[src/rtl/player_rocket_ctrl.sv]
// Player rocket controller: turns fire presses into launches from the ship's
// nose, flies up to two rockets upward per frame and provides sprite draw info.
module player_rocket_ctrl #(
  parameter int SPEED    = 6,
  parameter int COOLDOWN = 8,
  parameter int SHIP_W   = 17,
  parameter int ROCK_H   = 8
) (
  input  logic        Clk_i,
  input  logic        Reset_i,
  input  logic        frame_tick_i,
  input  logic        fire_i,
  input  logic [9:0]  ShipX_i,
  input  logic [9:0]  ShipY_i,
  input  logic [1:0]  hit_i,
  input  logic [9:0]  DrawX_i,
  input  logic [9:0]  DrawY_i,
  output logic [1:0]  rock_active_o,
  output logic [9:0]  Rock0X_o,
  output logic [9:0]  Rock0Y_o,
  output logic [9:0]  Rock1X_o,
  output logic [9:0]  Rock1Y_o,
  output logic [1:0]  rock_on_o,
  output logic [1:0]  SRockX_o,
  output logic [2:0]  SRockY_o,
  output logic        launch_o,
  output logic [15:0] shots_fired_o
);

  localparam int CW = (COOLDOWN < 1) ? 1 : $clog2(COOLDOWN + 1);

  localparam logic [9:0]    LAUNCH_DX = 10'((SHIP_W - 3) / 2);
  localparam logic [9:0]    SPEED_V   = 10'(SPEED);
  localparam logic [9:0]    ROCK_H_V  = 10'(ROCK_H);
  localparam logic [CW-1:0] COOL_V    = CW'(COOLDOWN);

  typedef enum logic {
    IDLE   = 1'b0,
    FLYING = 1'b1
  } slot_state_e;

  slot_state_e   state_q [2];
  slot_state_e   state_d [2];
  logic [9:0]    rockX_q [2];
  logic [9:0]    rockX_d [2];
  logic [9:0]    rockY_q [2];
  logic [9:0]    rockY_d [2];

  logic          fire_prev_q,    fire_prev_d;
  logic          fire_pending_q, fire_pending_d;
  logic [CW-1:0] cooldown_q,     cooldown_d;
  logic          launch_q,       launch_d;
  logic [15:0]   shots_q,        shots_d;

  logic          fireRise;
  logic          pendingNow;
  logic          anyIdle;
  logic          spawnOk;
  logic          spawnSlot;
  logic [9:0]    launchX;
  logic [9:0]    launchY;

  always_ff @(posedge Clk_i) begin
    if (Reset_i) begin
      for (int i = 0; i < 2; i++) begin
        state_q[i] <= IDLE;
        rockX_q[i] <= '0;
        rockY_q[i] <= '0;
      end
      fire_prev_q    <= 1'b0;
      fire_pending_q <= 1'b0;
      cooldown_q     <= '0;
      launch_q       <= 1'b0;
      shots_q        <= '0;
    end else begin
      for (int i = 0; i < 2; i++) begin
        state_q[i] <= state_d[i];
        rockX_q[i] <= rockX_d[i];
        rockY_q[i] <= rockY_d[i];
      end
      fire_prev_q    <= fire_prev_d;
      fire_pending_q <= fire_pending_d;
      cooldown_q     <= cooldown_d;
      launch_q       <= launch_d;
      shots_q        <= shots_d;
    end
  end

  // A press coinciding with the tick counts on that tick; slot choice uses
  // registered state, so a slot freed by a hit this cycle waits a frame.
  always_comb begin
    fireRise   = fire_i & ~fire_prev_q;
    pendingNow = fire_pending_q | fireRise;
    anyIdle    = (state_q[0] == IDLE) | (state_q[1] == IDLE);
    spawnOk    = frame_tick_i & pendingNow & (cooldown_q == '0) & anyIdle;
    spawnSlot  = (state_q[0] == IDLE) ? 1'b0 : 1'b1;
    launchX    = ShipX_i + LAUNCH_DX;
    launchY    = (ShipY_i < ROCK_H_V) ? 10'd0 : (ShipY_i - ROCK_H_V);
  end

  always_comb begin
    for (int i = 0; i < 2; i++) begin
      state_d[i] = state_q[i];
      rockX_d[i] = rockX_q[i];
      rockY_d[i] = rockY_q[i];
    end
    fire_prev_d    = fire_i;
    fire_pending_d = frame_tick_i ? 1'b0 : pendingNow;
    cooldown_d     = cooldown_q;
    launch_d       = spawnOk;
    shots_d        = shots_q + {15'd0, spawnOk};

    for (int i = 0; i < 2; i++) begin
      case (state_q[i])
        FLYING: begin
          if (hit_i[i]) begin
            state_d[i] = IDLE;
          end else if (frame_tick_i) begin
            if (rockY_q[i] < SPEED_V) begin
              state_d[i] = IDLE;
            end else begin
              rockY_d[i] = rockY_q[i] - SPEED_V;
            end
          end
        end
        default: begin
          if (spawnOk && (spawnSlot == 1'(i))) begin
            state_d[i] = FLYING;
            rockX_d[i] = launchX;
            rockY_d[i] = launchY;
          end
        end
      endcase
    end

    if (spawnOk) begin
      cooldown_d = COOL_V;
    end else if (frame_tick_i && (cooldown_q != '0)) begin
      cooldown_d = cooldown_q - CW'(1);
    end
  end

  logic [9:0] drawDx [2];
  logic [9:0] drawDy [2];
  logic [1:0] onVec;

  // Offsets are only trusted after the >= checks, so the subtraction never wraps.
  always_comb begin
    onVec    = 2'b00;
    SRockX_o = 2'd0;
    SRockY_o = 3'd0;
    for (int i = 0; i < 2; i++) begin
      drawDx[i] = DrawX_i - rockX_q[i];
      drawDy[i] = DrawY_i - rockY_q[i];
      onVec[i]  = ~Reset_i & (state_q[i] == FLYING)
                & (DrawX_i >= rockX_q[i]) & (drawDx[i] <= 10'd2)
                & (DrawY_i >= rockY_q[i]) & (drawDy[i] <= 10'd7);
    end
    if (onVec[0]) begin
      SRockX_o = drawDx[0][1:0];
      SRockY_o = drawDy[0][2:0];
    end else if (onVec[1]) begin
      SRockX_o = drawDx[1][1:0];
      SRockY_o = drawDy[1][2:0];
    end
  end

  assign rock_on_o     = onVec;
  assign rock_active_o = {state_q[1] == FLYING, state_q[0] == FLYING};
  assign Rock0X_o      = rockX_q[0];
  assign Rock0Y_o      = rockY_q[0];
  assign Rock1X_o      = rockX_q[1];
  assign Rock1Y_o      = rockY_q[1];
  assign launch_o      = launch_q;
  assign shots_fired_o = shots_q;

endmodule

[config.mk]
export PLATFORM = sky130hd
export DESIGN_NAME = player_rocket_ctrl
export DESIGN_NICKNAME = d
export VERILOG_FILES = /design/src/rtl/player_rocket_ctrl.sv
export SDC_FILE = /design/constraint.sdc
export NUM_CORES = 1
export LEC_CHECK = 0
export BUFFER_PORTS_ARGS = -buffer_cell sky130_fd_sc_hd__clkbuf_2
export CORE_ASPECT_RATIO = 0.7
export CORE_MARGIN = 2
export CORE_UTILIZATION = 35
export DETAILED_ROUTE_END_ITERATION = 10
export PLACE_DENSITY = 0.55
export RECOVER_POWER = 50
export SKIP_LAST_GASP = 1
export SLEW_MARGIN = 15
export SYNTH_ARGS = -nofsm -noshare
export SYNTH_HDL_FRONTEND = slang
export SYNTH_SLANG_ARGS = --single-unit
[constraint.sdc]
create_clock -name Clk_i -period 3.4 [get_ports Clk_i]
set_input_delay 0.34 -clock Clk_i [delete_from_list [all_inputs] [get_ports Clk_i]]
set_output_delay 0.34 -clock Clk_i [all_outputs]
set_load 0.01 [all_outputs]
# After elaboration in Yosys (flattened, before gate mapping)
# Memories as Yosys holds them, arrays and structs flattened.
# Cells that the tools add are included.
# Widths: inputs -> output; s select.
dict set report word_totals {
  ff_bits 23
  ram_bits 42
  in_bits 46
  output_inout_bits 66
  word_cells 105
  mem_count 3
}
# memory depth width read_ports rd_clocked_by_memory_dff wr line_no
set mem_list {}
lappend mem_list {rockX_q 2 10 2 0 2 44} ;# logic [9:0] rockX_q [2];
lappend mem_list {rockY_q 2 10 2 0 2 46} ;# logic [9:0] rockY_q [2];
lappend mem_list {state_q 2 1 2 0 2 42} ;# slot_state_e state_q [2];
dict set report op_classes {
  n_addsub 10
  magnitude_cmp 11
  mux 41
  n_bitwise 26
  reduce_logical 8
}
# operator count
set op_table {}
lappend op_table {{$mux 10} 19}
lappend op_table {{$ge 10x10->1} 4}
lappend op_table {{$sub 10x10->10} 4}
lappend op_table {{$le 10x2->1 const B} 2}
lappend op_table {{$le 10x3->1 const B} 2}
lappend op_table {{$lt 10x3->1 const B} 2}
lappend op_table {{$sub 10x3->10 const B} 2}
lappend op_table {{$add 16x1->16} 1}
lappend op_table {{$mux 1} 16}
lappend op_table {{$and 1x1->1} 14}
lappend op_table {{$add 10x3->10 const B} 1}
lappend op_table {{$lt 10x4->1 const B} 1}
lappend op_table {{$sub 10x4->10 const B} 1}
lappend op_table {{$mux 4} 2}
lappend op_table {{$or 1x1->1} 8}
lappend op_table {{$mux 3} 2}
lappend op_table {{$logic_not 4->1} 1}
lappend op_table {{$mux 2} 2}
lappend op_table {{$not 1->1} 4}
lappend op_table {{$reduce_bool 4->1} 1}
lappend op_table {{$reduce_or 2->1} 2}
lappend op_table {{$sub 4x1->4 const B} 1}
lappend op_table {{$logic_and 1x1->1} 3}
lappend op_table {{$reduce_bool 2->1} 1}

# Longest topological paths before layout
dict set report depth {
  ltp_word 10
  mapped_depth 13
  ltp_nobuf 12
}

# Least setup slack after synthesis
# OpenSTA, ideal clock, no wires.
dict set report synth_path {
  path_type {input-to-output}
  start {input DrawX_i[0]}
  end {output SRockX_o[0]}
  arrival_ns 3.169
  required_ns 3.060
  path_slack_ns -0.109
  path_stages 12
  n_path_buf 1
  path_cell_list {inv_1 > ha_1 > inv_1 > fa_1 > a211oi_1 > o2111ai_1 > or4_1 > nor4_1 > o311ai_1 > or4_4 > buf_6 > mux2i_1}
}
dict set report synth_between {
  elab_chain_cells 7
  word_cells_on_any_way 16
  cone_classes {add/sub (2); order compare (4); mux (2); bitwise (8)}
}
# item line_no
set synth_rtl {}
lappend synth_rtl {{start, declared} 16} ;# input logic [9:0] DrawX_i,
lappend synth_rtl {{$sub 10x10->10 / $ge 10x10->1 (equally long branches)} {153, 156}}
lappend synth_rtl {{$le 10x2->1 / $and 1x1->1 (equally long branches)} 156} ;# & (DrawX_i >= rockX_q[i]) & (drawDx[i] <= 10'd2)
lappend synth_rtl {{$and 1x1->1} 156}
lappend synth_rtl {{$and 1x1->1 (2 in a row)} 157} ;# & (DrawY_i >= rockY_q[i]) & (drawDy[i] <= 10'd7);
lappend synth_rtl {{$mux 2} 162} ;# end else if (onVec[1]) begin
lappend synth_rtl {{$mux 2 *} 159} ;# if (onVec[0]) begin
lappend synth_rtl {{end, declared} 24} ;# output logic [1:0] SRockX_o,
# Mark *: on every way between the ends. The rest lies on a longest branch, timed or not.

==> summary.md <==
| Metric | Value |
|---|---|
| Number of distinct library cells after synthesis | `65` |
| First-pass GRT wire length | `27400 microns` |
| Die X | `148 microns` |
| DRT antenna net count | `0` |
| N_diodes | `0` |
| Commonest non-fill, non-tap cell in the layout | `nor2_1` |
| Crit start category | `flip-flop` |
| Sequential fraction of the synthesis area | `0.255` |
| Max_slew headroom | `0.0645` |
| #FFs+latches synth | `65` |
| Delay-heaviest family, CP | `simple AND/OR/NAND/NOR gates` |
| Finished Cell Area | `6950 sq um` |
| Leak | `2.85 nW` |
| Crit-path slowest cell | `or4_4` |
| Clk_lat worst skew | `0.34 ns` |
| Final Worst Setup Slack | `-0.404 ns` |
| Fin crit period | `3.80 ns` |
| CTS tree | `yes` |
| Longest Clk Path Bufs | `2` |
| Crit-path max cell delay | `0.70 ns` |
| Fmax | `263 MHz` |
| Largest net degree at the start of global routing | `65` |
| Post-Syn Nets | `768` |
| Htree depth | `3` |
| CP max FO | `6` |
| Detailed Route Iter0 Violations | `381` |
| Root Driver | `clkbuf_16` |
| Post-synth EDFFs | `0` |
| Final worst-path cycle share | `1.12` |
| Final hold vios | `0` |
| Synth Area per Inst | `7.61 sq um` |
| Placed Cells | `1029` |
| Final setup viols | `6` |
| Placeable Area | `14100 sq um` |
| DR vias/cell | `5.25` |
| Critical Path End Type | `primary output` |
| Mapped Cells | `670` |
| Total Wirelength | `17700 microns` |
| Detailed-route via count | `5503` |
| Mapped cell area | `5100 sq um` |
| Worst Skew | `0.00611 ns` |
| Max layer used | `met4` |
| DR WL/cell | `16.9 microns` |
| HP Class | `input port to flip-flop` |
| Final Max Slew Viols | `0` |
| WP data arrival | `3.46 ns` |
| CTS Hold Bufs | `0` |
| GRT Overall Usage | `0.225` |
| Worst-margin pin slew | `1.40 ns` |
| Residual DRC | `0` |
| Initial antenna violation count | `0` |
| Initial Utilization | `0.362` |
| Die Area | `15600 sq um` |
| Worst vdd ir | `272 uV` |
| Area delta synth->final | `36.2%` |
| PD cells | `536 nW/um^2` |
| IO Pins | `112` |
| DRT Pass-1 Iters | `5` |
| DP Area | `6460 sq um` |
| Nets | `953` |
| M1 WL | `9310 microns` |
| CP required | `3.06 ns` |
| RSZ-0062 raised after global routing | `true` |
| HPWL after DPL | `14300 microns` |
| GPL Wtd Cong | `0.911` |
| WS Path Type | `flip-flop to primary output` |
| CP bufs+invs | `3` |
| Worst-path clk slew | `0.06 ns` |
| Failing checks | `negative setup slack` |
| # clock sinks | `65` |
| Die height | `105 microns` |
| Buffers added on ports | `111` |
| Global route overflow | `0` |
| Crit-path cells | `ha_4 > inv_2 > fa_2 > a21oi_2 > o211ai_1 > buf_4 > nor2_1 > mux2_4 > or4_1 > or4_4 > mux2i_4 > buf_6` |
| Vias in the first global route | `5067` |
| Clock buffer count from CTS | `9` |
| Run status | `complete, but fails checks` |
| Yosys warns | `0` |
| Met2 Routed Length | `7140 microns` |
| Share of cells above drive strength 1 | `0.256` |
| Layout Cells excl Fill | `1049` |
| Asr flop ratio synth | `0` |
| Met3 WL | `1080 microns` |
| Max_cap viols | `0` |
| Row count | `36` |
| Main synth FF type | `dfxtp_1` |
| Commonest non-fill, non-tap cells in the layout | `93 x nor2_1, 82 x buf_4, 68 x clkbuf_2` |
==> path summary, 6_finish.rpt <==
kind / from / to / slack (ns) / depth (start not counted)
worst min-delay path: fire_i / fire_prev_q / 0.24 / 2
worst max register to register: cooldown_q[1] / shots_fired_o[15] / 0.54 / 11
worst min register to register: rockY_q[0][10] / rockY_q[0][10] / 0.48 / 2
worst max-delay path: rockY_q[0][0] / SRockY_o[2] / -0.40 / 12
==> flip-flops by register name, indices dropped and copies added, names as in the netlist <==
name / flops
fire_pending_q: 1
launch_o: 1
state_q: 2
rockX_q: 20
rockY_q: 20
shots_fired_o: 16
fire_prev_q: 1
cooldown_q: 4
==> final cells by class <==
cell class,instances,area [sq um]
Clock buffer,12,267
Clock inverter,3,23.8
Fill cell,1426,7150
Inverter,73,274
Multi-Input combinational cell,512,3690
Sequential cell,65,1310
Tap cell,190,238
Timing Repair Buffer,194,1140
==> worst register-to-register path: stages, from the launching register on <==
cell and delay (ns):
dfxtp_1 0.32, inv_1 0.09, ha_1 0.15, nor3b_1 0.34
o211ai_1 0.18, inv_1 0.09, ha_1 0.17, nand3_1 0.18
nor3_1 0.75, nand3_1 0.19, xor2_1 0.18, nor2_1 0.05
==> layer usage <==
metal	global-route usage	up-vias
met5	0	-
met4	0.0429	0
met3	0.0384	17
met2	0.312	173
met1	0.357	2569
li1	-	2744
==> metrics by stage <==
step,utilization,hold WS [ns],worst slack (ns),power (mW),setup TNS (ns)
2_1_floorplan,-,0.436,0.0128,1.94,0
3_3_place_gp,0.458,0.486,-0.389,2.63,-2.15
3_5_place_dp,0.458,0.491,-0.417,2.66,-2.31
4_1_cts,0.482,0.230,-0.462,3.60,-2.57
5_1_grt,0.493,0.257,-0.496,3.96,-2.77
6_report,0.493,0.238,-0.404,3.72,-2.22
==> cells in the mapped netlist (17+ instances only) <==
cell type / number / area share
a211oi_1: 33 / 0.049
xnor2_1: 17 / 0.029
nor3_1: 22 / 0.022
nand2_1: 34 / 0.025
ha_1: 48 / 0.12
nand3_1: 30 / 0.029
inv_1: 70 / 0.052
o21ai_0: 17 / 0.017
nor2_1: 94 / 0.069
dfxtp_1: 65 / 0.26
a21oi_1: 41 / 0.040
xor2_1: 26 / 0.045
==> where the power goes <==
group          switching [mW]  leakage (nW)  internal (mW)
sequential             0.0786         0.530          0.870
combinational            1.01          2.18          0.860
clock                   0.350         0.137          0.551
total                    1.44          2.85           2.28
==> cell families after synthesis <==
group	synth area share
and+or+nand+nor	0.236
AOI/OAI and AO/OA	0.202
buffers and inverters	0.0714
DFF	0.255
adders and majority gates	0.133
xor gates and xnor gates	0.0738
muxes	0.0282
==> what timing repair did <==
| action | CTS | global route |
|---|---|---|
| hold endpoints to repair | 0 | 0 |
| gates resized for setup | 10 | 41 |
| setup buffers | 1 | 4 |
| endpoints found under the setup margin | 7 | 7 |
| pin swaps | 3 | 17 |
| gates cloned | 0 | 0 |
(Power assumes the default switching activity.)
